$ cat config.mk
export PLATFORM = sky130hd
export DESIGN_NAME = ins_prefetch
export DESIGN_NICKNAME = d
export VERILOG_FILES = /design/src/rtl/ins_prefetch.sv
export SDC_FILE = /design/constraint.sdc
export NUM_CORES = 1
export LEC_CHECK = 0
export ABC_CLOCK_PERIOD_IN_PS = 3600
export CAP_MARGIN = 20
export CORE_MARGIN = 2
export CORE_UTILIZATION = 40
export DETAILED_ROUTE_END_ITERATION = 16
export PLACE_DENSITY = 0.61
export SLEW_MARGIN = 15
export SYNTH_ARGS = -nofsm -noshare
export SYNTH_HDL_FRONTEND = slang
export SYNTH_SLANG_ARGS = --single-unit
$ cat constraint.sdc
create_clock -name clk -period 3.6 [get_ports clk]
set_clock_uncertainty 0.2 [all_clocks]
set_input_delay 0.54 -clock clk [delete_from_list [all_inputs] [get_ports clk]]
set_output_delay 0.54 -clock clk [all_outputs]
set_load 0.03 [all_outputs]
$ cat src/rtl/ins_prefetch.sv
// ins_prefetch: instruction prefetch queue feeding the CPU control FSM.
// Fetches 16-bit words in order over a req/gnt/rvalid port into a DEPTH-entry
// FIFO and presents the head word plus the following word (SET immediate).
// The CPU retires 0, 1 or 2 words per cycle. Redirect flushes the queue and
// restarts fetch; responses still in flight at that point are discarded.
//
// Ports:
//   clk, rst            clock, asynchronous active-high reset
//   mem_req/mem_addr    fetch request and word address
//   mem_gnt             request accepted this cycle
//   mem_rvalid/rdata    in-order response word
//   redirect/redirect_pc  flush and restart fetch at redirect_pc
//   consume             words retired this cycle (3 is illegal)
//   ins_valid/word/pc   FIFO head word and its address
//   imm_valid/imm_word  word following the head
//   err_underflow       sticky: consume exceeded the buffered word count
//
// Optional build macro INS_PREFETCH_STATS_EN adds saturating counters
// stat_flushes, stat_starve and stat_dropped.
module ins_prefetch #(
  parameter int unsigned         ADDR_W   = 16,
  parameter int unsigned         DEPTH    = 4,
  parameter logic [ADDR_W-1:0]   RESET_PC = '0
) (
  input  logic              clk,
  input  logic              rst,
  output logic              mem_req,
  output logic [ADDR_W-1:0] mem_addr,
  input  logic              mem_gnt,
  input  logic              mem_rvalid,
  input  logic [15:0]       mem_rdata,
  input  logic              redirect,
  input  logic [ADDR_W-1:0] redirect_pc,
  input  logic [1:0]        consume,
  output logic              ins_valid,
  output logic [15:0]       ins_word,
  output logic [ADDR_W-1:0] ins_pc,
  output logic              imm_valid,
  output logic [15:0]       imm_word,
  output logic              err_underflow
`ifdef INS_PREFETCH_STATS_EN
  ,
  output logic [15:0]       stat_flushes,
  output logic [15:0]       stat_starve,
  output logic [15:0]       stat_dropped
`endif
);

  localparam int unsigned PW = $clog2(DEPTH);
  localparam int unsigned CW = PW + 1;

  logic [15:0]       fifo_q [DEPTH];
  logic [PW-1:0]     head_q, tail_q;
  logic [CW-1:0]     count_q, outst_q, drop_q;
  logic [ADDR_W-1:0] fetch_pc_q, head_pc_q;
  logic              err_q;

  logic [CW:0]       inflight_c;
  logic              req_fire_c, keep_c, underflow_c;
  logic [1:0]        cons_req_c, cons_eff_c;
  logic [CW-1:0]     count_nxt_c, outst_nxt_c;
  logic [PW-1:0]     imm_idx_c;

  // Credit: buffered plus in-flight words never exceed the FIFO depth.
  assign inflight_c = {1'b0, count_q} + {1'b0, outst_q};
  assign mem_req    = !rst && !redirect && (inflight_c < (CW+1)'(DEPTH));
  assign mem_addr   = fetch_pc_q;
  assign req_fire_c = mem_req && mem_gnt;
  assign keep_c     = mem_rvalid && (drop_q == '0) && !redirect;

  // Consume clamped to what is buffered and to two words.
  always_comb begin
    cons_req_c  = (consume == 2'd3) ? 2'd2 : consume;
    cons_eff_c  = cons_req_c;
    if (count_q < CW'(cons_req_c)) begin
      cons_eff_c = 2'(count_q);
    end
    underflow_c = (consume == 2'd3) || (CW'(consume) > count_q);
    count_nxt_c = count_q + CW'(keep_c) - CW'(cons_eff_c);
    outst_nxt_c = outst_q + CW'(req_fire_c) - CW'(mem_rvalid);
  end

  // Queue pointers, fetch/head addresses, credit and drop counters.
  always_ff @(posedge clk or posedge rst) begin
    if (rst) begin
      head_q     <= '0;
      tail_q     <= '0;
      count_q    <= '0;
      outst_q    <= '0;
      drop_q     <= '0;
      fetch_pc_q <= RESET_PC;
      head_pc_q  <= RESET_PC;
      err_q      <= 1'b0;
    end else begin
      outst_q <= outst_nxt_c;
      if (redirect) begin
        head_q     <= '0;
        tail_q     <= '0;
        count_q    <= '0;
        fetch_pc_q <= redirect_pc;
        head_pc_q  <= redirect_pc;
        drop_q     <= outst_nxt_c;
      end else begin
        if (req_fire_c) begin
          fetch_pc_q <= fetch_pc_q + ADDR_W'(1);
        end
        if (mem_rvalid && (drop_q != '0)) begin
          drop_q <= drop_q - CW'(1);
        end
        if (keep_c) begin
          tail_q <= tail_q + PW'(1);
        end
        head_q    <= head_q + PW'(cons_eff_c);
        head_pc_q <= head_pc_q + ADDR_W'(cons_eff_c);
        count_q   <= count_nxt_c;
        if (underflow_c) begin
          err_q <= 1'b1;
        end
      end
    end
  end

  // Word storage; contents are masked by the valid flags, so no reset needed.
  always_ff @(posedge clk) begin
    if (keep_c) begin
      fifo_q[tail_q] <= mem_rdata;
    end
  end

  assign imm_idx_c     = head_q + PW'(1);
  assign ins_valid     = (count_q != '0);
  assign imm_valid     = (count_q >= CW'(2));
  assign ins_word      = ins_valid ? fifo_q[head_q] : 16'h0000;
  assign imm_word      = imm_valid ? fifo_q[imm_idx_c] : 16'h0000;
  assign ins_pc        = head_pc_q;
  assign err_underflow = err_q;

`ifdef INS_PREFETCH_STATS_EN
  logic drop_event_c;
  assign drop_event_c = mem_rvalid && (redirect || (drop_q != '0));

  // Saturating event counters.
  always_ff @(posedge clk or posedge rst) begin
    if (rst) begin
      stat_flushes <= '0;
      stat_starve  <= '0;
      stat_dropped <= '0;
    end else begin
      if (redirect && (stat_flushes != 16'hFFFF)) begin
        stat_flushes <= stat_flushes + 16'd1;
      end
      if (!ins_valid && !redirect && (stat_starve != 16'hFFFF)) begin
        stat_starve <= stat_starve + 16'd1;
      end
      if (drop_event_c && (stat_dropped != 16'hFFFF)) begin
        stat_dropped <= stat_dropped + 16'd1;
      end
    end
  end
`endif

endmodule

==> flow_results.org <==
** Run status
- The flow ran to the end, and the final reports show no timing, DRC or antenna violations.

** Drt
- In this run, the number of DRC markers left after iteration 0 of detailed routing was 278.
- In the routed layout, each cell is associated on average with a via count of 5.29.
- After detailed routing, the average wire length per cell comes to 17.3 microns.
- The first detailed-routing pass took 4 iterations.
- Post-DRT Antenna Nets :: 0
- Number of vias in the routed layout :: 3808
- Post-detailed-route DRC marker count :: 0
- The final layout contains routed wiring with a total length of 12.5 mm.

** Synthesis
- Area share of the largest cell type after synthesis :: 0.338
- The number of nets in the synthesized netlist is 484.
- Largest cells by area after synthesis :: edfxtp_1, dfrtp_1, mux4_2, ha_1, nor2b_1
- Among all cell types in the netlist, the one instantiated most often is edfxtp_1.
- After synthesis, the share of flip-flops with an asynchronous set or reset is 0.418.
- By count the netlist is led by edfxtp_1, dfrtp_1, nor2b_1.
- Number of warnings reported in the yosys synthesis log :: 0
- Gate count after technology mapping :: 422
- Synthesized area divided by synthesized cell count :: 13.5 sq um
- After synthesis the cells add up to 5680 sq um.
- The most used flip-flop cell after synthesis is edfxtp_1.
- Cell type with the highest aggregate area in the netlist :: edfxtp_1
- Of the synthesized area, sequential elements account for 0.541.
- Number of distinct library cells after synthesis :: 47
- The synthesized design contains 110 register bits.
- In this run, synthesis inferred 64 flip-flops with an integrated enable.

** Worst setup path
- The critical path ends at ins_word[14].
- Startpoint class of the critical path :: flop
- Setup slack on the worst reg-to-reg path comes out at 730 ps.
- By startpoint and endpoint, the worst setup path is classified as flop to output port.
- Type of destination of the critical path :: output port
- End of the worst register-to-register path :: drop_q[2]
- Worst R2R Start :: count_q[2]
- In this run the worst setup path begins at head_q[1].
- Data on the critical path arrives at its endpoint at 2400 ps.
- Counting cells, the worst reg-to-reg path comes to 11.
- Maximum fanout encountered on the critical timing path :: 28
- Required time at the endpoint of the critical path :: between 2000 and 3000 ps

** Clock network
- At the later pin of the worst-skew pair, clock insertion delay measures approximately 350 ps.
- Number of levels in the clock H-tree :: 3
- Clock Sink Count :: 110
- CTS placed an instance of clkbuf_16 at the clock tree root.
- Clock-pin slew was measured on the worst setup and hold paths at roughly 70 ps.
- Post-CTS Hold Buffers :: 0
- Count of cells resized by post-cts repair :: 0
- In this run the post-CTS setup repair buffer count came out at 0.
- TritonCTS built the clock tree.
- Number of clock buffers inserted by TritonCTS :: 9
- No sink is reached through more buffers than the 2 on the longest clock path.

** Timing
- Setup repair after global routing left no endpoint under its margin.
- Final Slew Violations :: 0
- Setup violations remaining at the end of the flow were counted as 0.
- Crit path time final :: 3140 ps
- At the pin with the least slew margin, the transition time is between 800 and 900 ps.
- The hold violation total from the final report was 0.
- Max Clock Freq :: ~0.32 GHz
- Setup TNS after final layout :: 0 ps
- The worst pin sits at a relative slew slack of 0.464.
- Final critical-path share of the clock period :: 0.873

** Pwr
- The analysis attributes to cell leakage a power of approximately 2.7 nW.
- Maximum vdd drop :: roughly 0.00025 V
- For this design the ratio of total power to cell area is approximately 720 nW/um^2.
- Design Power :: 0.00530 W

** Die
- # IOs :: 107
- Vertical die dimension :: 123 microns
- Die Area :: 15200 sq um
- For this configuration, the core starts out at a cell density of 0.409.
- After floorplanning, the core was sized to cover 13900 sq um.
- After floorplanning, the core was divided into between 40 and 50 placement rows.
- Die X-Extent :: between 100 and 150 microns

** Global route
- The first global-routing pass estimated about 20 mm of wire.
- Initial antenna violation count :: 1
- Via count of the first global-routing pass :: 3927
- Aggregate global-route resource usage :: 0.173
- Summed over all layers, the global routing overflow is 0.
- Largest net degree at the start of global routing :: 49

** Cells and area
- Util after Layout :: 0.528
- Cell area after layout :: roughly 7300 sq um
- Net count reported at finish :: about 600
- The count of cells in the finished layout, fillers not included, comes to 720.
- The multi-input combinational cells in the finished layout cover a total of 2420 sq um.
- Filler cell count in the final layout :: ~1200
- Share of cells above drive strength 1 :: 0.157
- Antenna diode count :: 0
- Syn-to-layout area delta :: 28.9%
- Across the whole layout, storage elements account for 3070 sq um.

** Worst hold path
- The path class of the tightest hold or removal check is flop to flop.
- Along the worst hold path, the cell count comes to 1.

** Place
- Half-perimeter wire length of the detailed placement result :: 9.01 mm
- Buffers placed on the I/O ports in this run total 106.
- Routability-driven placement congestion ratio :: 0.768
- Cell Count Post-Placement :: between 700 and 800
- Placed instance area :: 6980 sq um

** Job
- Max-cap violation count :: 0
==> state kept, by name (all words and copies together) (netlist names) <==
| register | cells |
|---|---|
| err_underflow | 1 |
| drop_q | 3 |
| head_q | 2 |
| count_q | 3 |
| fifo_q | 64 |
| tail_q | 2 |
| ins_pc | 16 |
| outst_q | 3 |
| mem_addr | 16 |
==> through the flow <==
step	worst slack [ps]	hold WS [ps]
floorplan	727	300
global placement	217	271
detailed placement	156	279
CTS	417	295
global route	329	318
finish	456	293
==> per-layer routing <==
metal / track usage / share of wire
met4: 0.0547 / 0.013
met2: 0.287 / 0.48
met1: 0.223 / 0.44
met3: 0.0466 / 0.063
met5: 0 / 0.0013
==> area by class of cell <==
type	instances	share of cell area
Multi-Input combinational cell	270	0.330
Clock inverter	7	0.0161
Tap cell	180	0.0307
Sequential cell	110	0.420
Timing Repair Buffer	120	0.161
Inverter	24	0.0123
Clock buffer	9	0.0307
==> layout by cell type, fill, tap and decap left out, types with 11 or more instances in the layout <==
master           instances
xor2_1                  13
inv_1                   24
edfxtp_1                64
buf_4                   14
xnor2_1                 11
o21ai_0                 15
nor2b_1                 34
ha_1                    20
nand2_1                 30
clkdlybuf4s50_1        105
mux4_2                  32
nor2_1                  20
dfrtp_1                 45
o21ai_1                 13
==> worst max-delay path: stages (launching register included) <==
cell,delay [ps]
dfrtp_2,500
buf_12,270
mux4_2,530
nor2b_1,160
clkdlybuf4s50_1,600
==> logic make-up after synthesis <==
| logic type | synth area share |
|---|---|
| AO/OA/AOI/OAI | 0.0656 |
| adder cells (fa/ha/maj) | 0.0546 |
| multiplexers | 0.142 |
| buffers and inverters | 0.0339 |
| flip-flops | 0.541 |
| XOR/XNOR | 0.0370 |
| AND/OR/NAND/NOR | 0.126 |
==> where the power goes <==
group	leakage [nW]	total, W	switching, W	internal [W]
sequential	1.13	0.00167	0.000186	0.00149
combinational	1.41	0.00249	0.00133	0.00116
clock	0.170	0.00113	0.000449	0.000683
total	2.72	0.00530	0.00197	0.00333
==> how the worst min path moves through the flow <==
stage                       start       endpoint
finish              err_underflow  err_underflow
global route        err_underflow  err_underflow
CTS                 err_underflow  err_underflow
detailed placement  err_underflow  err_underflow
global placement    err_underflow  err_underflow
floorplan              outst_q[0]     outst_q[0]
Power figures use the tool's default switching activity.
